### src/rtl/mips_ctrl_pkg.sv
// Shared encodings for the multi-cycle MIPS controller: states, opcodes,
// ALU/mux select codes and fault codes.
package mips_ctrl_pkg;

    typedef enum logic [3:0] {
        ST_RST       = 4'd0,
        ST_FETCH     = 4'd1,
        ST_DECODE    = 4'd2,
        ST_MEM_ADDR  = 4'd3,
        ST_MEM_RD    = 4'd4,
        ST_MEM_WB    = 4'd5,
        ST_MEM_WR    = 4'd6,
        ST_EXEC      = 4'd7,
        ST_ALU_WB    = 4'd8,
        ST_BRANCH    = 4'd9,
        ST_JUMP      = 4'd10,
        ST_ADDI_EXEC = 4'd11,
        ST_ADDI_WB   = 4'd12,
        ST_FAULT     = 4'd15
    } state_t;

    localparam logic [5:0] OP_RTYPE = 6'b000000;
    localparam logic [5:0] OP_LW    = 6'b100011;
    localparam logic [5:0] OP_SW    = 6'b101011;
    localparam logic [5:0] OP_BEQ   = 6'b000100;
    localparam logic [5:0] OP_J     = 6'b000010;
    localparam logic [5:0] OP_ADDI  = 6'b001000;

    localparam logic [1:0] ALU_OP_ADD   = 2'b00;
    localparam logic [1:0] ALU_OP_SUB   = 2'b01;
    localparam logic [1:0] ALU_OP_FUNCT = 2'b10;

    localparam logic [1:0] PCSRC_ALU    = 2'b00;
    localparam logic [1:0] PCSRC_ALUOUT = 2'b01;
    localparam logic [1:0] PCSRC_JUMP   = 2'b10;

    localparam logic [1:0] ALUSRCB_RT      = 2'b00;
    localparam logic [1:0] ALUSRCB_FOUR    = 2'b01;
    localparam logic [1:0] ALUSRCB_IMM     = 2'b10;
    localparam logic [1:0] ALUSRCB_IMM_SH2 = 2'b11;

    localparam logic [1:0] FAULT_NONE    = 2'b00;
    localparam logic [1:0] FAULT_ILLEGAL = 2'b01;
    localparam logic [1:0] FAULT_TIMEOUT = 2'b10;

endpackage

### src/rtl/mem_wait_timer.sv
// Counts consecutive not-ready cycles in a memory wait state; expired flags
// the last cycle allowed before the controller gives up on the access.
module mem_wait_timer #(
    parameter int MEM_TIMEOUT = 15
) (
    input  logic clk,
    input  logic reset,
    input  logic clear,
    input  logic enable,
    output logic expired
);
    localparam int W = $clog2(MEM_TIMEOUT + 1);
    localparam logic [W-1:0] LAST = W'(MEM_TIMEOUT - 1);

    logic [W-1:0] wait_cnt;

    always_ff @(posedge clk or posedge reset) begin
        if (reset)
            wait_cnt <= '0;
        else if (clear)
            wait_cnt <= '0;
        else if (enable)
            wait_cnt <= wait_cnt + 1'b1;
    end

    assign expired = (wait_cnt == LAST);

endmodule

### src/rtl/mips_multicycle_ctrl.sv
// Moore sequencer for the multi-cycle MIPS datapath with a shared memory port.
//   state      | meaning
//   RST        | post-reset, all controls low
//   FETCH      | read instruction at PC, PC <= PC+4 on ready
//   DECODE     | branch target into ALU out, dispatch on opcode
//   MEM_ADDR   | rs + imm address for lw/sw
//   MEM_RD     | data read, waits for ready
//   MEM_WB     | load data into rt
//   MEM_WR     | data write, waits for ready
//   EXEC       | R-type ALU op
//   ALU_WB     | ALU out into rd
//   BRANCH     | beq compare, PC <= target if zero
//   JUMP       | PC <= jump target
//   ADDI_EXEC  | rs + imm
//   ADDI_WB    | ALU out into rt
//   FAULT      | sticky, left only by reset
module mips_multicycle_ctrl
    import mips_ctrl_pkg::*;
#(
    parameter int MEM_TIMEOUT = 15
) (
    input  logic       clk,
    input  logic       reset,
    input  logic [5:0] opcode,
    input  logic       mem_ready,
    output logic       pc_write,
    output logic       pc_write_cond,
    output logic       iord,
    output logic       mem_read,
    output logic       mem_write,
    output logic       ir_write,
    output logic       mem_to_reg,
    output logic       reg_dst,
    output logic       reg_write,
    output logic       alu_src_a,
    output logic [1:0] alu_src_b,
    output logic [1:0] alu_op,
    output logic [1:0] pc_source,
    output logic       instr_retired,
    output logic       fault,
    output logic [1:0] fault_code,
    output logic [3:0] state
);
    state_t     state_q, state_d;
    logic [1:0] code_q, code_d;
    logic       cnt_en;
    logic       expired;

    mem_wait_timer #(.MEM_TIMEOUT(MEM_TIMEOUT)) u_timer (
        .clk     (clk),
        .reset   (reset),
        .clear   (state_d != state_q),
        .enable  (cnt_en),
        .expired (expired)
    );

    always_ff @(posedge clk or posedge reset) begin
        if (reset) begin
            state_q <= ST_RST;
            code_q  <= FAULT_NONE;
        end else begin
            state_q <= state_d;
            code_q  <= code_d;
        end
    end

    always_comb begin
        state_d       = state_q;
        code_d        = code_q;
        cnt_en        = 1'b0;
        pc_write      = 1'b0;
        pc_write_cond = 1'b0;
        iord          = 1'b0;
        mem_read      = 1'b0;
        mem_write     = 1'b0;
        ir_write      = 1'b0;
        mem_to_reg    = 1'b0;
        reg_dst       = 1'b0;
        reg_write     = 1'b0;
        alu_src_a     = 1'b0;
        alu_src_b     = ALUSRCB_RT;
        alu_op        = ALU_OP_ADD;
        pc_source     = PCSRC_ALU;
        instr_retired = 1'b0;
        fault         = 1'b0;

        case (state_q)
            ST_RST: state_d = ST_FETCH;
            ST_FETCH: begin
                mem_read  = 1'b1;
                alu_src_b = ALUSRCB_FOUR;
                ir_write  = mem_ready;
                pc_write  = mem_ready;
                if (mem_ready)
                    state_d = ST_DECODE;
                else if (expired) begin
                    state_d = ST_FAULT;
                    code_d  = FAULT_TIMEOUT;
                end else
                    cnt_en = 1'b1;
            end
            ST_DECODE: begin
                alu_src_b = ALUSRCB_IMM_SH2;
                case (opcode)
                    OP_RTYPE:      state_d = ST_EXEC;
                    OP_LW, OP_SW:  state_d = ST_MEM_ADDR;
                    OP_BEQ:        state_d = ST_BRANCH;
                    OP_J:          state_d = ST_JUMP;
                    OP_ADDI:       state_d = ST_ADDI_EXEC;
                    default: begin
                        state_d = ST_FAULT;
                        code_d  = FAULT_ILLEGAL;
                    end
                endcase
            end
            ST_MEM_ADDR: begin
                alu_src_a = 1'b1;
                alu_src_b = ALUSRCB_IMM;
                state_d   = (opcode == OP_LW) ? ST_MEM_RD : ST_MEM_WR;
            end
            ST_MEM_RD: begin
                mem_read = 1'b1;
                iord     = 1'b1;
                if (mem_ready)
                    state_d = ST_MEM_WB;
                else if (expired) begin
                    state_d = ST_FAULT;
                    code_d  = FAULT_TIMEOUT;
                end else
                    cnt_en = 1'b1;
            end
            ST_MEM_WB: begin
                reg_write     = 1'b1;
                mem_to_reg    = 1'b1;
                instr_retired = 1'b1;
                state_d       = ST_FETCH;
            end
            ST_MEM_WR: begin
                mem_write     = 1'b1;
                iord          = 1'b1;
                instr_retired = mem_ready;
                if (mem_ready)
                    state_d = ST_FETCH;
                else if (expired) begin
                    state_d = ST_FAULT;
                    code_d  = FAULT_TIMEOUT;
                end else
                    cnt_en = 1'b1;
            end
            ST_EXEC: begin
                alu_src_a = 1'b1;
                alu_op    = ALU_OP_FUNCT;
                state_d   = ST_ALU_WB;
            end
            ST_ALU_WB: begin
                reg_write     = 1'b1;
                reg_dst       = 1'b1;
                instr_retired = 1'b1;
                state_d       = ST_FETCH;
            end
            ST_BRANCH: begin
                alu_src_a     = 1'b1;
                alu_op        = ALU_OP_SUB;
                pc_write_cond = 1'b1;
                pc_source     = PCSRC_ALUOUT;
                instr_retired = 1'b1;
                state_d       = ST_FETCH;
            end
            ST_JUMP: begin
                pc_write      = 1'b1;
                pc_source     = PCSRC_JUMP;
                instr_retired = 1'b1;
                state_d       = ST_FETCH;
            end
            ST_ADDI_EXEC: begin
                alu_src_a = 1'b1;
                alu_src_b = ALUSRCB_IMM;
                state_d   = ST_ADDI_WB;
            end
            ST_ADDI_WB: begin
                reg_write     = 1'b1;
                instr_retired = 1'b1;
                state_d       = ST_FETCH;
            end
            ST_FAULT: fault = 1'b1;
            // 13 and 14 are never entered; treat as corruption
            default: begin
                state_d = ST_FAULT;
                code_d  = FAULT_ILLEGAL;
            end
        endcase
    end

    assign fault_code = code_q;
    assign state      = state_q;

endmodule

### config.mk
export PLATFORM = sky130hd
export DESIGN_NAME = mips_multicycle_ctrl
export DESIGN_NICKNAME = d
export VERILOG_FILES = /design/src/rtl/mips_ctrl_pkg.sv /design/src/rtl/mem_wait_timer.sv /design/src/rtl/mips_multicycle_ctrl.sv
export SDC_FILE = /design/constraint.sdc
export NUM_CORES = 1
export LEC_CHECK = 0
export CAP_MARGIN = 10
export CORE_UTILIZATION = 50
export DETAILED_ROUTE_END_ITERATION = 6
export PLACE_DENSITY_LB_ADDON = 0.08
export RECOVER_POWER = 100
export SKIP_CTS_REPAIR_TIMING = 1
export SYNTH_ARGS = -nofsm -noshare
export SYNTH_HDL_FRONTEND = slang
export SYNTH_HIERARCHICAL = 1
export SYNTH_SLANG_ARGS = --single-unit
### constraint.sdc
create_clock -name clk -period 6.9 [get_ports clk]
set_input_delay 1.725 -clock clk [delete_from_list [all_inputs] [get_ports clk]]
set_output_delay 1.725 -clock clk [all_outputs]
set_load 0.01 [all_outputs]
==> results.sh, run 1 <==
export IMPL_status="completed"
export IMPL_n_antenna_cell=0
export IMPL_wl_per_cell_um=13.9
export IMPL_clk_pin_slew_worst_paths_ps=60
export IMPL_remaining_drc_errors=0
export IMPL_finalWirelength_um=2610
export IMPL_clock_path_buffers=2
export IMPL_post_synth_and_or_nand_nor_area_fraction=0.308
export IMPL_cp_data_arrival_time_ps=3460
export IMPL_grt_max_degree=26
export IMPL_use_met3=0.0264
export IMPL_synthFlopType="dfrtp_1"
export IMPL_leakagePower_nw=0.609
export IMPL_clock_latency_ps=260
export IMPL_r2r_cells=5
export IMPL_r2r_slack_ps=3980
export IMPL_clock_sinks=10
export IMPL_hp_class="flop to flop"
export IMPL_drtIter0Drc=23
export IMPL_reg2reg_from="state[0]$_DFF_PP0_"
export IMPL_initial_utilization=0.532
export IMPL_die_h_um=47.7
export IMPL_maxCapViolations=0
export IMPL_end_kind="output port"
export IMPL_row_count=16
export IMPL_grt_pass1_wl_um=3860
export IMPL_root_buffer="clkbuf_4"
export IMPL_synth_compound_area_frac=0.270
export IMPL_rsz0062_at_grt="false"
export IMPL_worst_slack_ps=1720
export IMPL_grt_overflow_total=0
export IMPL_synth_top_area_frac=0.240
export IMPL_cts_inserted_buffers=3
export IMPL_synth_cell_type_count=47
export IMPL_pwr_density_cell_nw_per_um2=377
export IMPL_startpoint_type="primary input"
export IMPL_fin_setup_tns_ps=0
export IMPL_worstHoldStart="fault_code[0]$_DFFE_PP0P_"
export IMPL_routabilityCongestion=0.827
export IMPL_vias_per_cell=5.87
export IMPL_stdcell_count=188
export IMPL_boundaryPins=33
export IMPL_area_delta_synth_final_pct=30.2
export IMPL_vias=1104
export IMPL_crit_required_ps=5180
export IMPL_core_um2=1960
export IMPL_port_buffers=32
export IMPL_use_met1=0.330
export IMPL_report_final_slew_viol_count=0
export IMPL_yosys_warnings=6
export IMPL_synth_seq_cells=10
export IMPL_busiest_layer="met2"
export IMPL_period_needed_ps=5180
export IMPL_finClkSkew_ps=2.05
export IMPL_cp_common_cell="dlygate4sd3_1"
export IMPL_grt_pass1_vias=873
export IMPL_yosys_area_share_adder=0.0336
export IMPL_synth_top_family_by_area="simple AND/OR/NAND/NOR gates"
export IMPL_r2r_end="u_timer/wait_cnt[3]$_DFFE_PP0P_"
export IMPL_ir_drop_mv=0.291
export IMPL_drive_gt1_frac=0.0621
export IMPL_syn_num_nets=147
export IMPL_finalSetupViolCount=0
export IMPL_syn_area_um2=1040
export IMPL_crit_chain="dlygate4sd3_1 > and3_1 > or2_2 > dlygate4sd3_1"
export IMPL_whs_path_depth=1
export IMPL_netlist_instances=136
export IMPL_yosys_area_share_xor_xnor=0.0420
export IMPL_tightest_slew_ps=1070
export IMPL_finalCritPeriodShare=0.751
export IMPL_grtUsageTotal=0.236
export IMPL_synth_async_sr_flop_share=1.00
export IMPL_antenna_found_initial=0
export IMPL_ant_nets=0
export IMPL_max_stage_delay_ps=660
export IMPL_worstHoldEndpoint="fault_code[0]$_DFFE_PP0P_"
export IMPL_place_inst=184
export IMPL_first_pass_iters=4
export IMPL_fmax_mhz=193
export IMPL_critPathKind="primary input to output port"
export IMPL_slew_headroom=0.278
export IMPL_cts_tree="built"
export IMPL_synthMuxAreaShare=0.0348
export IMPL_hold_viol_final=0
export IMPL_syn_avg_cell_area_um2=7.67
export IMPL_synth_enable_flop_cells=0
export IMPL_synth_area_leaders="dfrtp_1, nor2_1, nand2b_1"
export IMPL_dp_final_hpwl_um=1960
export IMPL_synth_top_area_cell="dfrtp_1"
export IMPL_finalNetCount=173
export IMPL_grt_met2_usage=0.395
export IMPL_cts_htree_levels=1
export IMPL_worst_path_max_fanout=11
export IMPL_die_x_um=47.7
export IMPL_dp_slack_ps=1920
export IMPL_cpMaxStageDelayCell="dlygate4sd3_1"
export IMPL_synth_yosys_seq_area_share=0.240
export IMPL_dieArea_um2=2270
sequential cells by signal, summed over array words and instances, names as in the netlist:
register	count
fault_code	2
state	4
u_timer/wait_cnt	4
layout by cell type, fill, tap and decap left out, types with 4 or more instances in the layout:
cell	n
dlygate4sd3_1	27
nor2_1	23
dfrtp_1	10
inv_1	7
nand2_1	7
o21ai_0	7
nand2b_1	6
nor2b_1	6
a21oi_1	5
clkdlybuf4s50_1	5
a211oi_1	4
cell type report:
type                            count  area, µm²
Inverter                            7       26.3
Tap cell                           27       33.8
Fill cell                         186        603
Timing Repair Buffer               32        320
Multi-Input combinational cell    108        692
Sequential cell                    10        250
Clock buffer                        4       36.3
stage by stage:
stage,total power [mW],hold slack (ps),util,instance area (µm²)
floorplan,0.348,530,-,1040
global placement,0.480,477,0.688,1350
detailed placement,0.489,480,0.688,1350
CTS,0.542,496,0.706,1390
global route,0.556,503,0.693,1360
finish,0.513,490,0.693,1360
cell families after synthesis:
| family | Yosys count |
|---|---|
| AND/OR/NAND/NOR | 61 |
| AO/OA/AOI/OAI | 36 |
| buffers and inverters | 18 |
| flip-flops | 10 |
| XOR/XNOR | 5 |
| multiplexers | 3 |
| adder cells (fa/ha/maj) | 3 |
how the worst max path moves through the flow:
stage | startpoint | depth (start not counted) | endpoint
after floorplan | mem_ready | 3 | pc_write
after global placement | mem_ready | 4 | pc_write
after detailed placement | mem_ready | 4 | pc_write
after CTS | mem_ready | 4 | pc_write
after global routing | mem_ready | 4 | pc_write
final | mem_ready | 4 | pc_write
per-layer routing:
metal | wire, µm | share of wire | vias up
met5 | 0 | 0 | -
met4 | 14 | 0.0054 | 0
met3 | 101 | 0.039 | 4
met2 | 1320 | 0.51 | 32
met1 | 1180 | 0.45 | 532
li1 | - | - | 536
power breakdown:
part | internal, mW | total, mW | switching, mW
combinational | 0.164 | 0.321 | 0.156
clock | 0.0320 | 0.0506 | 0.0187
sequential | 0.0746 | 0.141 | 0.0667
total | 0.271 | 0.513 | 0.242
synthesized netlist by cell type (all sizes together), types with 2 or more instances:
cell,n
or2,2
buf,5
ha,2
inv,7
nand3,2
clkbuf,6
nor2,23
xnor2,2
and3,3
o32a,2
nand3b,2
nor3,3
a21oi,5
dfrtp,10
nor4b,2
o211ai,4
nand2b,6
nor2b,6
o21bai,2
nand2,7
xor2,3
a211oi,4
or4b,2
o21ai,7
mux2,2
worst max-delay path: cells and delay by family:
family | cells | cell delay (ps)
buffers and inverters | 2 | 1260
AND/OR/NAND/NOR | 2 | 460
Note: power is estimated with default switching activity, not from simulation.
==> run 2, diff against run 1 <==
Settings changed: CORE_UTILIZATION 50 to 46.
Clock period 6.9 ns to 4.8 ns, I/O delays scaled along.
==> run 2 against run 1 <==
Highest routed layer unchanged. Core utilization down 2.0 points. Via count down 2.7%. Worst setup slack worse by 1100 ps. Sequential share of layout area down 0.18 points. Register-to-register slack worse by 2100 ps. Clock skew up 5.8 ps. Die area up 8.3%. Non-clock buffer count unchanged. Final cell count unchanged. Combinational power up 44%. Critical endpoint unchanged. Count of clock-buffer cells in the layout unchanged.
==> results.sh, run 2 (synthesis gave the netlist of run 1 again) <==
export IMPL_status="completed"
export IMPL_ir_drop_mv=0.525
export IMPL_port_buffers=32
export IMPL_dp_slack_ps=862
export IMPL_crit_required_ps=3600
export IMPL_cts_htree_levels=1
export IMPL_leakagePower_nw=0.611
export IMPL_dp_final_hpwl_um=1870
export IMPL_antenna_found_initial=0
export IMPL_remaining_drc_errors=0
export IMPL_initial_utilization=0.511
export IMPL_die_h_um=49.6
export IMPL_area_delta_synth_final_pct=31.5
export IMPL_startpoint_type="primary input"
export IMPL_clock_sinks=10
export IMPL_die_x_um=49.6
export IMPL_place_area_um2=1350
export IMPL_end_kind="output port"
export IMPL_first_pass_iters=4
export IMPL_slew_headroom=0.359
export IMPL_clock_latency_ps=280
export IMPL_layout_commonest_cell="dlygate4sd3_1"
export IMPL_row_count=16
export IMPL_drtIter0Drc=36
export IMPL_cp_data_arrival_time_ps=2940
export IMPL_clock_path_buffers=2
export IMPL_hp_class="flop to flop"
export IMPL_routabilityCongestion=0.808
export IMPL_finalSetupViolCount=0
export IMPL_vias_per_cell=5.71
export IMPL_hold_viol_final=0
export IMPL_final_fill_count=198
export IMPL_n_antenna_cell=0
export IMPL_maxCapViolations=0
export IMPL_grt_pass1_wl_um=4440
export IMPL_finClkSkew_ps=7.81
export IMPL_finalWirelength_um=2560
export IMPL_clk_pin_slew_worst_paths_ps=60
export IMPL_cts_tree="built"
export IMPL_rsz0062_at_grt="false"
export IMPL_vias=1074
export IMPL_ant_nets=0
export IMPL_critPathKind="primary input to output port"
export IMPL_drive_gt1_frac=0.0621
export IMPL_report_final_slew_viol_count=0
export IMPL_cts_inserted_buffers=3
export IMPL_grtUsageTotal=0.234
export IMPL_grt_max_degree=26
export IMPL_boundaryPins=33
export IMPL_worst_slack_ps=658
export IMPL_wl_per_cell_um=13.6
export IMPL_finalNetCount=173
export IMPL_period_needed_ps=4140
export IMPL_root_buffer="clkbuf_4"
export IMPL_tightest_slew_ps=949
export IMPL_core_um2=2040
export IMPL_finalCritPeriodShare=0.863
export IMPL_pwr_density_cell_nw_per_um2=545
export IMPL_grt_pass1_vias=963
export IMPL_worst_path_max_fanout=11
export IMPL_postLayoutCellArea_um2=1370
export IMPL_fin_setup_tns_ps=0
export IMPL_grt_overflow_total=0
export IMPL_fmax_mhz=241
export IMPL_dieArea_um2=2460
export IMPL_layout_common_cells="dlygate4sd3_1, nor2_1, dfrtp_1"
[run 2: cell counts in the layout (fill, tap and decap cells not counted)]
No cell type changed its count.
[run 2: path summary, 6_finish.rpt]
kind,startpoint,end,slack [ps],cells after the start
max in group asynchronous,reset,state[2]$_DFF_PP0_,3330,2
setup reg to reg,state[0]$_DFF_PP0_,u_timer/wait_cnt[3]$_DFFE_PP0P_,1900,5
min in group asynchronous,reset,u_timer/wait_cnt[0]$_DFFE_PP0P_,1260,2
hold reg to reg,fault_code[0]$_DFFE_PP0P_,fault_code[0]$_DFFE_PP0P_,490,1
hold / removal,fault_code[0]$_DFFE_PP0P_,fault_code[0]$_DFFE_PP0P_,490,1
setup / recovery,mem_ready,pc_write,660,4
[run 2: stage by stage]
step,hold WS [ps],instances,power (mW),utilization
global placement,482,184,0.690,0.661
floorplan,530,136,0.500,-
detailed placement,484,184,0.703,0.661
finish,493,188,0.748,0.672
global route,528,188,0.813,0.672
CTS,505,188,0.787,0.678
[run 2: critical path: stages]
cell and delay [ps]:
dlygate4sd3_1 670, and3_1 210, or2_2 260, dlygate4sd3_1 600
[run 2: layer usage]
metal | global-route usage | up-vias | routed length, µm
met5 | 0 | - | 0
met4 | 0.0571 | 0 | 29
met3 | 0.0586 | 4 | 124
met2 | 0.360 | 39 | 1140
met1 | 0.324 | 491 | 1270
li1 | - | 540 | -
[run 2: final cells by class]
type	instances	area [µm²]	area share
clock buffer	4	36.3	0.0264
inverter	7	26.3	0.0191
multi-input combinational	108	706	0.514
sequential	10	250	0.182
tap	27	33.8	0.0246
timing repair buffer	32	320	0.233
[run 2: where the power goes]
group / internal, mW / switching (mW)
sequential: 0.107 / 0.0983
combinational: 0.239 / 0.224
clock: 0.0462 / 0.0333
